`src/rtl/hilo_reg_file_pkg.sv`:
```
// rtl/hilo_reg_file_pkg.sv - shared constants and types for the HI/LO register file
package hilo_reg_file_pkg;

    localparam int WORD_W        = 32;
    localparam int DIV_ITERS_DEF = 32;

    localparam logic ENABLE  = 1'b1;
    localparam logic DISABLE = 1'b0;

    typedef enum logic [1:0] {
        DIV_IDLE = 2'd0,
        DIV_BUSY = 2'd1,
        DIV_DONE = 2'd2
    } div_state_t;

endpackage

```
`src/rtl/hilo_div_core.sv`:
```
// rtl/hilo_div_core.sv - iterative restoring DIV/DIVU engine feeding HI/LO
//
// Ports:
//   clk, rst_n            clock, asynchronous active-low reset
//   i_start, i_signed     begin divide / signed select (sampled in IDLE)
//   i_dend, i_dsor        dividend / divisor (sampled in IDLE)
//   i_cancel              abort from any state, no result
//   o_busy                stall request: start cycle and all BUSY cycles
//   o_done                result valid this cycle (one cycle)
//   o_quo, o_rem          sign-corrected quotient / remainder
module hilo_div_core
    import hilo_reg_file_pkg::*;
#(
    parameter int WIDTH = WORD_W,
    parameter int ITERS = DIV_ITERS_DEF
) (
    input  logic             clk,
    input  logic             rst_n,
    input  logic             i_start,
    input  logic             i_signed,
    input  logic [WIDTH-1:0] i_dend,
    input  logic [WIDTH-1:0] i_dsor,
    input  logic             i_cancel,
    output logic             o_busy,
    output logic             o_done,
    output logic [WIDTH-1:0] o_quo,
    output logic [WIDTH-1:0] o_rem
);

    localparam int              CNT_W    = (ITERS > 1) ? $clog2(ITERS) : 1;
    localparam logic [CNT_W-1:0] CNT_LAST = CNT_W'(ITERS - 1);

    div_state_t       r_state;
    div_state_t       w_state_nxt;
    logic [WIDTH-1:0] r_rem;
    logic [WIDTH-1:0] r_quo;
    logic [WIDTH-1:0] r_dsor;
    logic [CNT_W-1:0] r_cnt;
    logic             r_neg_q;
    logic             r_neg_r;

    logic             w_dend_neg;
    logic             w_dsor_neg;
    logic [WIDTH-1:0] w_dend_abs;
    logic [WIDTH-1:0] w_dsor_abs;
    logic             w_dsor_zero;
    logic             w_go;
    logic [WIDTH:0]   w_shift;
    logic [WIDTH:0]   w_diff;
    logic             w_fits;

    assign w_dend_neg  = i_signed & i_dend[WIDTH-1];
    assign w_dsor_neg  = i_signed & i_dsor[WIDTH-1];
    assign w_dend_abs  = w_dend_neg ? -i_dend : i_dend;
    assign w_dsor_abs  = w_dsor_neg ? -i_dsor : i_dsor;
    assign w_dsor_zero = (i_dsor == '0);
    assign w_go        = (r_state == DIV_IDLE) & i_start & ~i_cancel;

    // r_quo holds the unconsumed dividend bits (MSB first) and collects
    // quotient bits at the LSB; the remainder never reaches WIDTH+1 bits.
    assign w_shift = {r_rem, r_quo[WIDTH-1]};
    assign w_diff  = w_shift - {1'b0, r_dsor};
    assign w_fits  = ~w_diff[WIDTH];

    always_ff @(posedge clk or negedge rst_n) begin
        if (!rst_n) begin
            r_state <= DIV_IDLE;
        end else begin
            r_state <= w_state_nxt;
        end
    end

    always_comb begin
        w_state_nxt = r_state;
        case (r_state)
            DIV_IDLE: if (i_start) w_state_nxt = w_dsor_zero ? DIV_DONE : DIV_BUSY;
            DIV_BUSY: if (r_cnt == CNT_LAST) w_state_nxt = DIV_DONE;
            DIV_DONE: w_state_nxt = DIV_IDLE;
            default:  w_state_nxt = DIV_IDLE;
        endcase
        if (i_cancel) w_state_nxt = DIV_IDLE;
    end

    always_ff @(posedge clk or negedge rst_n) begin
        if (!rst_n) begin
            r_rem   <= '0;
            r_quo   <= '0;
            r_dsor  <= '0;
            r_cnt   <= '0;
            r_neg_q <= 1'b0;
            r_neg_r <= 1'b0;
        end else if (w_go) begin
            r_cnt  <= '0;
            r_dsor <= w_dsor_abs;
            if (w_dsor_zero) begin
                // Divide by zero: preload the final answer, no sign fix-up.
                r_rem   <= i_dend;
                r_quo   <= '1;
                r_neg_q <= 1'b0;
                r_neg_r <= 1'b0;
            end else begin
                r_rem   <= '0;
                r_quo   <= w_dend_abs;
                r_neg_q <= w_dend_neg ^ w_dsor_neg;
                r_neg_r <= w_dend_neg;
            end
        end else if ((r_state == DIV_BUSY) && !i_cancel) begin
            r_cnt <= r_cnt + 1'b1;
            r_rem <= w_fits ? w_diff[WIDTH-1:0] : w_shift[WIDTH-1:0];
            r_quo <= {r_quo[WIDTH-2:0], w_fits};
        end
    end

    assign o_busy = ~i_cancel & ((r_state == DIV_BUSY) |
                                 ((r_state == DIV_IDLE) & (i_start == ENABLE)));
    assign o_done = ~i_cancel & (r_state == DIV_DONE);
    assign o_quo  = r_neg_q ? -r_quo : r_quo;
    assign o_rem  = r_neg_r ? -r_rem : r_rem;

endmodule

```
`src/rtl/hilo_reg_file.sv`:
```
// rtl/hilo_reg_file.sv - architectural HI/LO pair with forwarding and optional divider
//
// Config macro: HILO_DIV_EN enables the divider; when undefined the div_* inputs
// are ignored and div_stall is tied low.
//
// Ports:
//   clk, rst_n                 clock, asynchronous active-low reset
//   wb_we, wb_hi, wb_lo        WB-stage commit of HI/LO
//   mem_we, mem_hi, mem_lo     MEM-stage pending write (forwarding only)
//   div_start, div_signed      start pulse / signed select
//   div_dend, div_dsor         divide operands
//   div_cancel                 pipeline flush, abort divide
//   hi, lo                     forwarded HI/LO to EX
//   div_stall                  freeze IF..EX while dividing
module hilo_reg_file
    import hilo_reg_file_pkg::*;
#(
    parameter int WIDTH     = WORD_W,
    parameter int DIV_ITERS = DIV_ITERS_DEF
) (
    input  logic             clk,
    input  logic             rst_n,
    input  logic             wb_we,
    input  logic [WIDTH-1:0] wb_hi,
    input  logic [WIDTH-1:0] wb_lo,
    input  logic             mem_we,
    input  logic [WIDTH-1:0] mem_hi,
    input  logic [WIDTH-1:0] mem_lo,
    input  logic             div_start,
    input  logic             div_signed,
    input  logic [WIDTH-1:0] div_dend,
    input  logic [WIDTH-1:0] div_dsor,
    input  logic             div_cancel,
    output logic [WIDTH-1:0] hi,
    output logic [WIDTH-1:0] lo,
    output logic             div_stall
);

    logic [WIDTH-1:0] r_hi;
    logic [WIDTH-1:0] r_lo;
    logic             w_div_busy;
    logic             w_div_done;
    logic [WIDTH-1:0] w_div_quo;
    logic [WIDTH-1:0] w_div_rem;

`ifdef HILO_DIV_EN
    hilo_div_core #(
        .WIDTH (WIDTH),
        .ITERS (DIV_ITERS)
    ) u_div (
        .clk      (clk),
        .rst_n    (rst_n),
        .i_start  (div_start),
        .i_signed (div_signed),
        .i_dend   (div_dend),
        .i_dsor   (div_dsor),
        .i_cancel (div_cancel),
        .o_busy   (w_div_busy),
        .o_done   (w_div_done),
        .o_quo    (w_div_quo),
        .o_rem    (w_div_rem)
    );
`else
    logic w_unused;
    assign w_unused   = ^{div_start, div_signed, div_dend, div_dsor, div_cancel, 1'(DIV_ITERS)};
    assign w_div_busy = DISABLE;
    assign w_div_done = DISABLE;
    assign w_div_quo  = '0;
    assign w_div_rem  = '0;
`endif

    // The divide result belongs to a younger instruction than whatever is in
    // WB, so it wins a same-cycle collision.
    always_ff @(posedge clk or negedge rst_n) begin
        if (!rst_n) begin
            r_hi <= '0;
            r_lo <= '0;
        end else if (w_div_done) begin
            r_hi <= w_div_rem;
            r_lo <= w_div_quo;
        end else if (wb_we == ENABLE) begin
            r_hi <= wb_hi;
            r_lo <= wb_lo;
        end
    end

    always_comb begin
        hi = r_hi;
        lo = r_lo;
        if (w_div_done) begin
            hi = w_div_rem;
            lo = w_div_quo;
        end else if (mem_we) begin
            hi = mem_hi;
            lo = mem_lo;
        end else if (wb_we) begin
            hi = wb_hi;
            lo = wb_lo;
        end
    end

    assign div_stall = w_div_busy;

endmodule

```
`config.mk`:
```
export PLATFORM = sky130hd
export DESIGN_NAME = hilo_reg_file
export DESIGN_NICKNAME = d
export VERILOG_FILES = /design/src/rtl/hilo_reg_file_pkg.sv /design/src/rtl/hilo_div_core.sv /design/src/rtl/hilo_reg_file.sv
export SDC_FILE = /design/constraint.sdc
export NUM_CORES = 1
export LEC_CHECK = 0
export CAP_MARGIN = 5
export CORE_MARGIN = 2
export CORE_UTILIZATION = 34
export CTS_CLUSTER_SIZE = 10
export DETAILED_ROUTE_END_ITERATION = 8
export MAX_ROUTING_LAYER = met4
export PLACE_DENSITY = 0.81
export SYNTH_ARGS = -nofsm -noshare
export SYNTH_HDL_FRONTEND = slang
export SYNTH_SLANG_ARGS = --single-unit
```
`constraint.sdc`:
```
create_clock -name clk -period 3.05 [get_ports clk]
set_input_delay 0.915 -clock clk [delete_from_list [all_inputs] [get_ports clk]]
set_output_delay 0.915 -clock clk [all_outputs]
set_load 0.05 [all_outputs]
```
Word level (Yosys, flattened, before mapping)
Cells that the tools add are included.
Widths: inputs -> output; s select.
- muxes and demuxes: 4
- operators by type and width (cell ; count):
    $mux 32 ; 4
- register bits: 64
- logic and storage cells: 6

Depth between registers and ports, before layout
- depth in word-level cells: 2
- depth in mapped cells: 4
- depth with buffers taken out: 2

Least setup slack after synthesis
OpenSTA, ideal clock, no wires.
- path kind: input -> output
- start: in wb_we
- end: out hi[0]
- data arrival time: 1.914 ns
- data required time: 2.135 ns
- setup slack: 0.221 ns
- cell stages on the path: 4
- buffers on the path: 2
- cell sequence: buf_6 -> buf_12 -> mux2_4 -> mux2_2
- cells in the longest elaborated chain, start to end: 2
- ends and longest elaborated chain (what ; RTL line ; RTL):
    start: declaration ; hilo_reg_file.sv:23 ; input logic wb_we,
    $mux 32 ; hilo_reg_file.sv:96 ; end else if (wb_we) begin
    $mux 32 ; hilo_reg_file.sv:93 ; end else if (mem_we) begin
    end: declaration ; hilo_reg_file.sv:34 ; output logic [WIDTH-1:0] hi,
No other way between the ends.

Final worst setup path
- start: in wb_we
- end: out hi[31]
Same word-level chain as after synthesis.

==> impl_metrics.env <==
export IMPL_worst_pin_slew_ns=0.609
export IMPL_startpoint_type="input pin"
export IMPL_start_util_pct=35.1
export IMPL_clk_latency_ns=0.32
export IMPL_grt_max_degree=39
export IMPL_rrSetupSlack_ns=2.28
export IMPL_synth_cell_type_count=9
export IMPL_syn_nets=407
export IMPL_rr_startpoint="r_lo[17]$_DFF_PN0_"
export IMPL_hold_buffers=0
export IMPL_die_w_um=105
export IMPL_hp_start="r_hi[4]$_DFF_PN0_"
export IMPL_synth_ff_latch_count=64
export IMPL_rows=36
export IMPL_fp_dieArea_um2=11000
export IMPL_required_ns=2.13
export IMPL_clock_root_buffer="clkbuf_8"
export IMPL_rr_worst_depth=1
export IMPL_worstHoldEndpoint="r_hi[4]$_DFF_PN0_"
export IMPL_vias=2450
export IMPL_r2r_end="r_lo[17]$_DFF_PN0_"
export IMPL_grt_pass1_wl_um=13300
export IMPL_ctsResizeCount=0
export IMPL_total_power_w=0.00265
export IMPL_skew_ns=0
export IMPL_critical_path_endpoint_type="primary output"
export IMPL_power_density_nw_per_um2=478
export IMPL_clockBufferDepth=2
export IMPL_intPower_w=0.00182
export IMPL_status="finished clean"
export IMPL_ios=264
export IMPL_nets=607
export IMPL_cts_htree_levels=3
export IMPL_grt_pass1_vias=2628
export IMPL_maxCapViolCount=0
export IMPL_drt_total_wl_um=8390
export IMPL_fin_tns_setup_ns=0
export IMPL_yosysSeqAreaShare_pct=46.5
export IMPL_power_frac_seq_pct=36.1
export IMPL_whs_path_depth=1
export IMPL_dp_hpwl_um=6560
export IMPL_combPwrFrac_pct=36.3
export IMPL_dr_first_iter_drc_count=35
export IMPL_dr_pass1_iters=4
export IMPL_wire_per_inst_um=15.4
export IMPL_slew_headroom_pct=59.4
export IMPL_finalCritPeriodShare_pct=98.3
export IMPL_syn_avg_cell_area_um2=16.6
export IMPL_cts_tree="built"
export IMPL_setup_viol=0
export IMPL_fmax_mhz=334
export IMPL_drc=0
export IMPL_clk_pin_slew_ns=0.06
export IMPL_coreArea_um2=9820
export IMPL_groute_usage_overall_pct=15.7
export IMPL_syn_inst=208
export IMPL_peakVddDrop_v=0.000239
export IMPL_arrival_ns=2.08
export IMPL_yosysWarnings=0
export IMPL_ant_nets=0
export IMPL_vias_per_cell=4.49
export IMPL_dieHeight_um=105
export IMPL_rsz0062_at_grt="false"
export IMPL_post_cts_buffers=0
export IMPL_cts_sinks=64
export IMPL_grt_ovfl_total=0
export IMPL_critical_path_class="in2out"
export IMPL_worstPathMaxFanout=19
export IMPL_cts_buffers=9
export IMPL_power_switching_w=0.000831
export IMPL_switching_share_pct=31.4
export IMPL_antennaDiodeCount=0
export IMPL_syn2layout_area_growth_pct=61.0
export IMPL_post_route_min_period_ns=3.00
export IMPL_power_share_clock_pct=27.6
export IMPL_leakagePower_nw=2.50
export IMPL_antenna_found_initial=0
export IMPL_hold_viol=0
export IMPL_place_gp_congestion=0.693
export IMPL_worst_hold_path_type="reg2reg"
export IMPL_fill_cells=835
export IMPL_netlist_area_um2=3450
export IMPL_port_buffers=195
export IMPL_drive_above_1_share_pct=52.8
export IMPL_slew_viol_final=0
-- synth_stat cells --
library cell | count | area share (%)
buf_2 | 6 | 0.87
buf_12 | 6 | 3.5
buf_6 | 1 | 0.33
mux2_2 | 68 | 22
conb_1 | 1 | 0.11
clkbuf_2 | 1 | 0.15
buf_4 | 1 | 0.22
mux2_4 | 60 | 26
dfrtp_1 | 64 | 46
-- cell usage in the layout, fill, tap and decap left out --
master	Yosys	final
bufinv_16	0	1
clkdlybuf4s50_1	0	128
buf_12	6	5
buf_4	1	69
conb_1	1	1
clkbuf_8	0	11
buf_2	6	2
clkinv_2	0	2
clkbuf_1	0	2
mux2_2	68	68
dfrtp_1	64	64
mux2_4	60	60
-- routing by layer --
| layer | part of all wire [%] | vias up | track usage (%) | wire, um |
|---|---|---|---|---|
| li1 | - | 1149 | - | - |
| met5 | 0 | - | - | 0 |
| met2 | 51 | 108 | 26.1 | 4240 |
| met1 | 42 | 1182 | 18.8 | 3520 |
| met4 | 1.7 | 0 | 6.10 | 146 |
| met3 | 5.7 | 11 | 2.93 | 481 |
-- cell type report --
type | instances | area, um^2 | share of cell area [%]
tap | 133 | 166 | 3.00
clock inverter | 3 | 40.0 | 0.722
clock buffer | 13 | 159 | 2.86
sequential | 64 | 1600 | 28.9
timing repair buffer | 204 | 1910 | 34.4
multi-input combinational | 129 | 1670 | 30.1
-- cell families after synthesis --
family / count (synthesis) / synth area share (%)
other: 1 / 0.109
flip-flops: 64 / 46.5
multiplexers: 128 / 48.4
buffers and inverters: 15 / 5.05
-- flip-flops by register name, summed over array words and instances (netlist names) --
register and flops:
r_hi 32, r_lo 32
-- worst max path at each step --
stage | start | endpoint | cells after the start
floorplan | wb_we | hi[0] | 4
global placement | wb_we | lo[1] | 5
detailed placement | wb_we | hi[31] | 5
CTS | wb_we | hi[31] | 5
global route | wb_we | lo[26] | 5
finish | wb_we | hi[31] | 5
-- critical path: stages --
cell	delay (ns)
buf_4	0.15
buf_12	0.19
mux2_2	0.36
mux2_2	0.27
buf_4	0.19
-- per-stage QoR --
step	util, %	instances	area (um^2)	setup WS, ns	hold WS, ns
6_report	56.5	546	5550	0.0526	0.491
5_1_grt	56.5	546	5550	0.00668	0.501
4_1_cts	56.5	546	5550	0.0327	0.495
3_5_place_dp	54.5	530	5350	0.0354	0.476
3_3_place_gp	54.5	530	5350	0.0436	0.474
2_1_floorplan	-	208	3450	0.221	0.466
-- power by group through the flow --
stage	Combinational [W]	Sequential, W	Clock [W]
2_1_floorplan	0.000626	0.000964	0
3_3_place_gp	0.000960	0.000969	0
3_5_place_dp	0.000970	0.000972	0
4_1_cts	0.000975	0.000958	0.000757
5_1_grt	0.00101	0.000964	0.000791
6_report	0.000962	0.000957	0.000731
No activity file was read; power rests on OpenSTA's default activity.
